==> config.mk <==
export PLATFORM = sky130hd
export DESIGN_NAME = fetch_ctrl
export DESIGN_NICKNAME = d
export VERILOG_FILES = /design/src/rtl/fetch_ctrl_pkg.sv /design/src/rtl/fetch_ctrl.sv
export SDC_FILE = /design/constraint.sdc
export NUM_CORES = 1
export LEC_CHECK = 0
export BUFFER_PORTS_ARGS = -buffer_cell sky130_fd_sc_hd__buf_2
export CORE_MARGIN = 3
export CORE_UTILIZATION = 43
export DETAILED_ROUTE_END_ITERATION = 6
export PLACE_DENSITY = 0.81
export SYNTH_ARGS = -nofsm -noshare
export SYNTH_HDL_FRONTEND = slang
export SYNTH_SLANG_ARGS = --single-unit
==> constraint.sdc <==
create_clock -name clk_n -period 1.56 [get_ports clk_n]
set_clock_uncertainty 0.2 [all_clocks]
set_input_delay 0.078 -clock clk_n [delete_from_list [all_inputs] [get_ports clk_n]]
set_output_delay 0.078 -clock clk_n [all_outputs]
set_load 0.005 [all_outputs]
==> src/rtl/fetch_ctrl_pkg.sv <==
// Shared widths, the downstream NOP encoding and the fetch sequencer state type.
// Every address increment in the IF stage goes through addr_inc so it wraps at 2^ADDR_W.
package fetch_ctrl_pkg;

  localparam int ADDR_W = 7;
  localparam int INST_W = 16;
  localparam logic [INST_W-1:0] NOP_INST = 16'h0000;

  typedef enum logic [1:0] {
    FC_BOOT = 2'd0,
    FC_RUN  = 2'd1,
    FC_HALT = 2'd2
  } fc_state_e;

  function automatic logic [ADDR_W-1:0] addr_inc(input logic [ADDR_W-1:0] a);
    return a + 1'b1;
  endfunction

endpackage

==> src/rtl/fetch_ctrl.sv <==
// IF-stage sequencer: owns the PC, drives the synchronous inst_mem read port and
// resolves halt > branch > stall priority into IF/ID, ID/EX and EX/MEM stall/flush controls.
module fetch_ctrl
  import fetch_ctrl_pkg::*;
(
  input  logic              clk_n,
  input  logic              rst_n,
  input  logic              m_branch_en,
  input  logic [ADDR_W-1:0] m_branch_addr,
  input  logic              hz_stall,
  input  logic              wb_halt,
  output logic [ADDR_W-1:0] imem_addr,
  input  logic [INST_W-1:0] imem_data,
  output logic [INST_W-1:0] if_curr_inst,
  output logic [ADDR_W-1:0] if_next_addr,
  output logic              if_valid,
  output logic              stall_ifid,
  output logic              flush_ifid,
  output logic              flush_idex,
  output logic              flush_exmem,
  output logic              halted
);

  fc_state_e         st, st_nxt;
  logic [ADDR_W-1:0] fetch_addr, fetch_addr_nxt;
  logic [ADDR_W-1:0] inst_pc, inst_pc_nxt;

  // rst_n is active-high and synchronous; it wins over every other input.
  always_ff @(posedge clk_n) begin
    if (rst_n) begin
      st         <= FC_BOOT;
      fetch_addr <= '0;
      inst_pc    <= '0;
    end else begin
      st         <= st_nxt;
      fetch_addr <= fetch_addr_nxt;
      inst_pc    <= inst_pc_nxt;
    end
  end

  // inst_pc always names the word currently on imem_data; a branch issues its target
  // to inst_mem in the same cycle so it appears on if_curr_inst one cycle later.
  always_comb begin
    st_nxt         = st;
    fetch_addr_nxt = fetch_addr;
    inst_pc_nxt    = inst_pc;
    imem_addr      = fetch_addr;
    if_valid       = 1'b0;
    if_curr_inst   = NOP_INST;
    stall_ifid     = 1'b0;
    flush_ifid     = 1'b0;
    flush_idex     = 1'b0;
    flush_exmem    = 1'b0;
    halted         = 1'b0;

    unique case (st)
      FC_BOOT: begin
        if (wb_halt) begin
          flush_ifid  = 1'b1;
          flush_idex  = 1'b1;
          flush_exmem = 1'b1;
          st_nxt      = FC_HALT;
        end else if (m_branch_en) begin
          flush_ifid     = 1'b1;
          flush_idex     = 1'b1;
          flush_exmem    = 1'b1;
          imem_addr      = m_branch_addr;
          inst_pc_nxt    = m_branch_addr;
          fetch_addr_nxt = addr_inc(m_branch_addr);
          st_nxt         = FC_RUN;
        end else begin
          inst_pc_nxt    = fetch_addr;
          fetch_addr_nxt = addr_inc(fetch_addr);
          st_nxt         = FC_RUN;
        end
      end

      FC_RUN: begin
        if_valid     = 1'b1;
        if_curr_inst = imem_data;
        if (wb_halt) begin
          flush_ifid  = 1'b1;
          flush_idex  = 1'b1;
          flush_exmem = 1'b1;
          st_nxt      = FC_HALT;
        end else if (m_branch_en) begin
          flush_ifid     = 1'b1;
          flush_idex     = 1'b1;
          flush_exmem    = 1'b1;
          imem_addr      = m_branch_addr;
          inst_pc_nxt    = m_branch_addr;
          fetch_addr_nxt = addr_inc(m_branch_addr);
        end else if (hz_stall) begin
          stall_ifid = 1'b1;
          imem_addr  = inst_pc;
        end else begin
          inst_pc_nxt    = fetch_addr;
          fetch_addr_nxt = addr_inc(fetch_addr);
        end
      end

      FC_HALT: begin
        halted    = 1'b1;
        imem_addr = inst_pc;
      end

      default: st_nxt = FC_BOOT;
    endcase
  end

  assign if_next_addr = addr_inc(inst_pc);

endmodule

==> reports/summary.txt <==
Clock Path Buffers: 2
GRT Total Usage: 0.2668
post-synth net total: 221
CTS sink count: 16
n_diodes: 0
CP startpoint kind: register
power density cells: 589.3 mW/mm^2
routed wire length: 6.267 mm
top cells by count, synth: nor2_1, and2_1, dfxtp_1, nand2_1, mux2i_1
final layout net count: 334
vias per std cell: 5.669
area share of the largest cell type after synthesis: 0.2179
Worst setup EP type: output port
dpl hpwl: 3.639 mm
violated checks: negative hold slack, negative setup slack
Crit path largest cell delay: 0.38 ns
H-Tree Depth: 1
TritonRoute pass-1 iters: 4
sequential cell area: 355.3 um^2
count of cell types in the netlist: 42
EDFF count, synth: 0
global-route wire length before repair: 8.769 mm
Worst EP required: 1.28 ns
antenna violations before repair: 0
CP max FO: 4
Final Max Slew Viols: 0
largest net degree at the start of global routing: 19
die area: 0.004156 mm^2
Die Height: 64.47 um
setup slack after layout: -0.3619 ns
post-synth top area cell: dfxtp_1
most instantiated library cell after synthesis: nor2_1
crit path cell chain: mux2i_1 > o21ai_1 > a22o_1 > a221o_1 > buf_2
IO Count: 64
die span in x: 64.47 um
met1 track demand over resource: 0.3333
status: finished, violations left
wire per inst: 18.06 um
Congestion Overflow GR: 0
Leak: 1.294 nW
CTS buffer count: 3
Syn Area/Cell: 7.697 um^2
Post-Place Cells: 319
Worst EP arrival: 1.64 ns
TritonCTS clock tree: done
area grow syn2layout: 76.51%
RSZ-0062 raised after global routing: yes
ranking of synthesized cells by area: dfxtp_1, mux2i_1, and2_1
Tightest Hold Check Type: input port to register
Fin. Hold Viols: 1
setup TNS: -4.799 ns
maximum clock rate: 0.5203 GHz
final worst-path cycle share: 1.232
Cells after Synth: 191
critical path's slowest cell: dfxtp_4
synth warn: 0
GR peak layer: met2
multi-input combinational cell area: 0.001229 mm^2
worst setup path class: register to output port
post-route ant nets: 0
residual DRC count: 0
clk_lat worst skew: 0.31 ns
Clock Pin Slew Worst Setup and Hold Paths: 0.11 ns
routability-driven placement congestion ratio: 0.8749
GR Util met3: 0.04679
Rows: 20
maxcap violations: 0
vias: 1967
# setup viols final: 35
relative slew slack: 0.7772
share of cells above drive strength 1: 0.6172
Synth Register Bits: 16
peak supply drop: 0.5732 mV
Netlist Area Pre-Place: 0.001470 mm^2
Root Buffer: clkbuf_4
Starting Density: 0.4663
core area: 0.003153 mm^2
Worst-Margin Slew: 0.3343 ns
Synth async-reset ratio: 0
filler instances: 185
vias in the first global route: 1854
met2 GRT Util: 0.4626
post-synthesis sequential area ratio: 0.2179
min Tclk post-route: 1.922 ns
Synth Flop Type: dfxtp_1
fin cells: 347
Buffers on Ports: 63
worst hold slack: -0.04159 ns
DR iter-0 viols: 163
## critical path, delay by kind of cell (launching register included)
family          cells  cell delay (ns)
compound gates      3             0.66
flops               1             0.38
mux                 1             0.17
buf+inv             1             0.13
## stage by stage
stage / instance area (um^2) / hold slack [ns] / util / power [mW] / setup WS, ns
2_1_floorplan: 1485 / 0.06634 / - / 0.7844 / 0.002280
3_3_place_gp: 2061 / 0.1494 / 0.6536 / 1.025 / -0.1015
3_5_place_dp: 2061 / 0.1659 / 0.6536 / 1.038 / -0.1637
4_1_cts: 2410 / -0.03924 / 0.7643 / 1.423 / -0.2379
5_1_grt: 2595 / 0.03278 / 0.8230 / 1.606 / -0.4191
6_report: 2595 / -0.04159 / 0.8230 / 1.529 / -0.3619
## cell families (layout without fill, tap and decap cells)
kind of cell    count (synthesis)  after routing  synth area share
simple gates                   76             76            0.2647
flops                          16             16            0.2179
mux                            17             17            0.1302
xor+xnor                        8              8           0.04766
compound gates                 48             48            0.2366
buf+inv                        24            136           0.08596
fa+ha+maj                       2              2           0.01702
## cell type report
type | count | share of cell area
Inverter | 5 | 0.008197
Clock buffer | 4 | 0.01398
Multi-Input combinational cell | 151 | 0.4735
Sequential cell | 16 | 0.1369
Timing Repair Buffer | 127 | 0.3462
Tap cell | 44 | 0.02122
## report_power, final
part / switching [mW] / internal [mW] / total, mW / leakage [nW]
Clock: 0.146 / 0.143 / 0.289 / 0.0210
Combinational: 0.363 / 0.404 / 0.767 / 1.13
Sequential: 0.0345 / 0.439 / 0.474 / 0.139
Total: 0.543 / 0.986 / 1.53 / 1.29
## per-layer routing
metal,vias to the layer above,wire length (um)
met4,0,318
met3,34,526
met2,122,3068
met5,-,0
met1,906,2354
li1,905,-
## sequential cells by signal (all words and copies together), names as in the netlist
register / count
fetch_addr: 7
inst_pc: 7
st: 2
## worst paths after layout
check,startpoint,depth (start not counted),slack [ns],endpoint
setup / recovery,fetch_addr[5]$_SDFFE_PP0P_,5,-0.36,imem_addr[5]
hold / removal,m_branch_addr[6],5,-0.04,inst_pc[6]$_SDFFE_PP0P_
setup reg to reg,fetch_addr[5]$_SDFFE_PP0P_,6,-0.17,fetch_addr[5]$_SDFFE_PP0P_
hold reg to reg,fetch_addr[3]$_SDFFE_PP0P_,2,0.33,fetch_addr[3]$_SDFFE_PP0P_
## placed cells by master (no fill, tap or decap), types with 2 or more instances in the layout
cell | synthesis | routed
nor3_2 | 1 | 2
a21oi_2 | 0 | 2
clkbuf_4 | 0 | 3
mux2i_1 | 11 | 9
nor3_1 | 5 | 3
o21ai_0 | 10 | 2
and2_1 | 16 | 8
and3b_1 | 2 | 2
a311o_1 | 2 | 2
xor2_1 | 3 | 3
o31ai_1 | 2 | 2
nand2_1 | 13 | 12
inv_1 | 5 | 3
a22oi_2 | 1 | 6
xnor2_1 | 5 | 3
buf_2 | 8 | 55
nand3_1 | 6 | 4
buf_4 | 2 | 53
dfxtp_1 | 16 | 4
a21oi_1 | 8 | 6
o21ai_2 | 0 | 2
dfxtp_2 | 0 | 4
a221o_1 | 6 | 6
o21ai_1 | 1 | 7
a211oi_1 | 3 | 3
mux2_4 | 3 | 5
nor2_1 | 21 | 20
xnor2_2 | 0 | 2
and2_4 | 0 | 8
and3_4 | 0 | 2
buf_6 | 1 | 16
ha_4 | 0 | 2
dfxtp_4 | 0 | 8
mux2i_2 | 1 | 3
a22o_1 | 6 | 6
## timing repair
| item | in CTS | in global routing |
|---|---|---|
| hold buffers | 1 | 0 |
| hold endpoints to repair | 7 | 0 |
| gates resized for setup | 54 | 38 |
| pin swaps | 22 | 15 |
| setup endpoints to repair | 31 | 40 |
| buffers inserted | 18 | 9 |
Note: power is estimated with default switching activity, not from simulation.
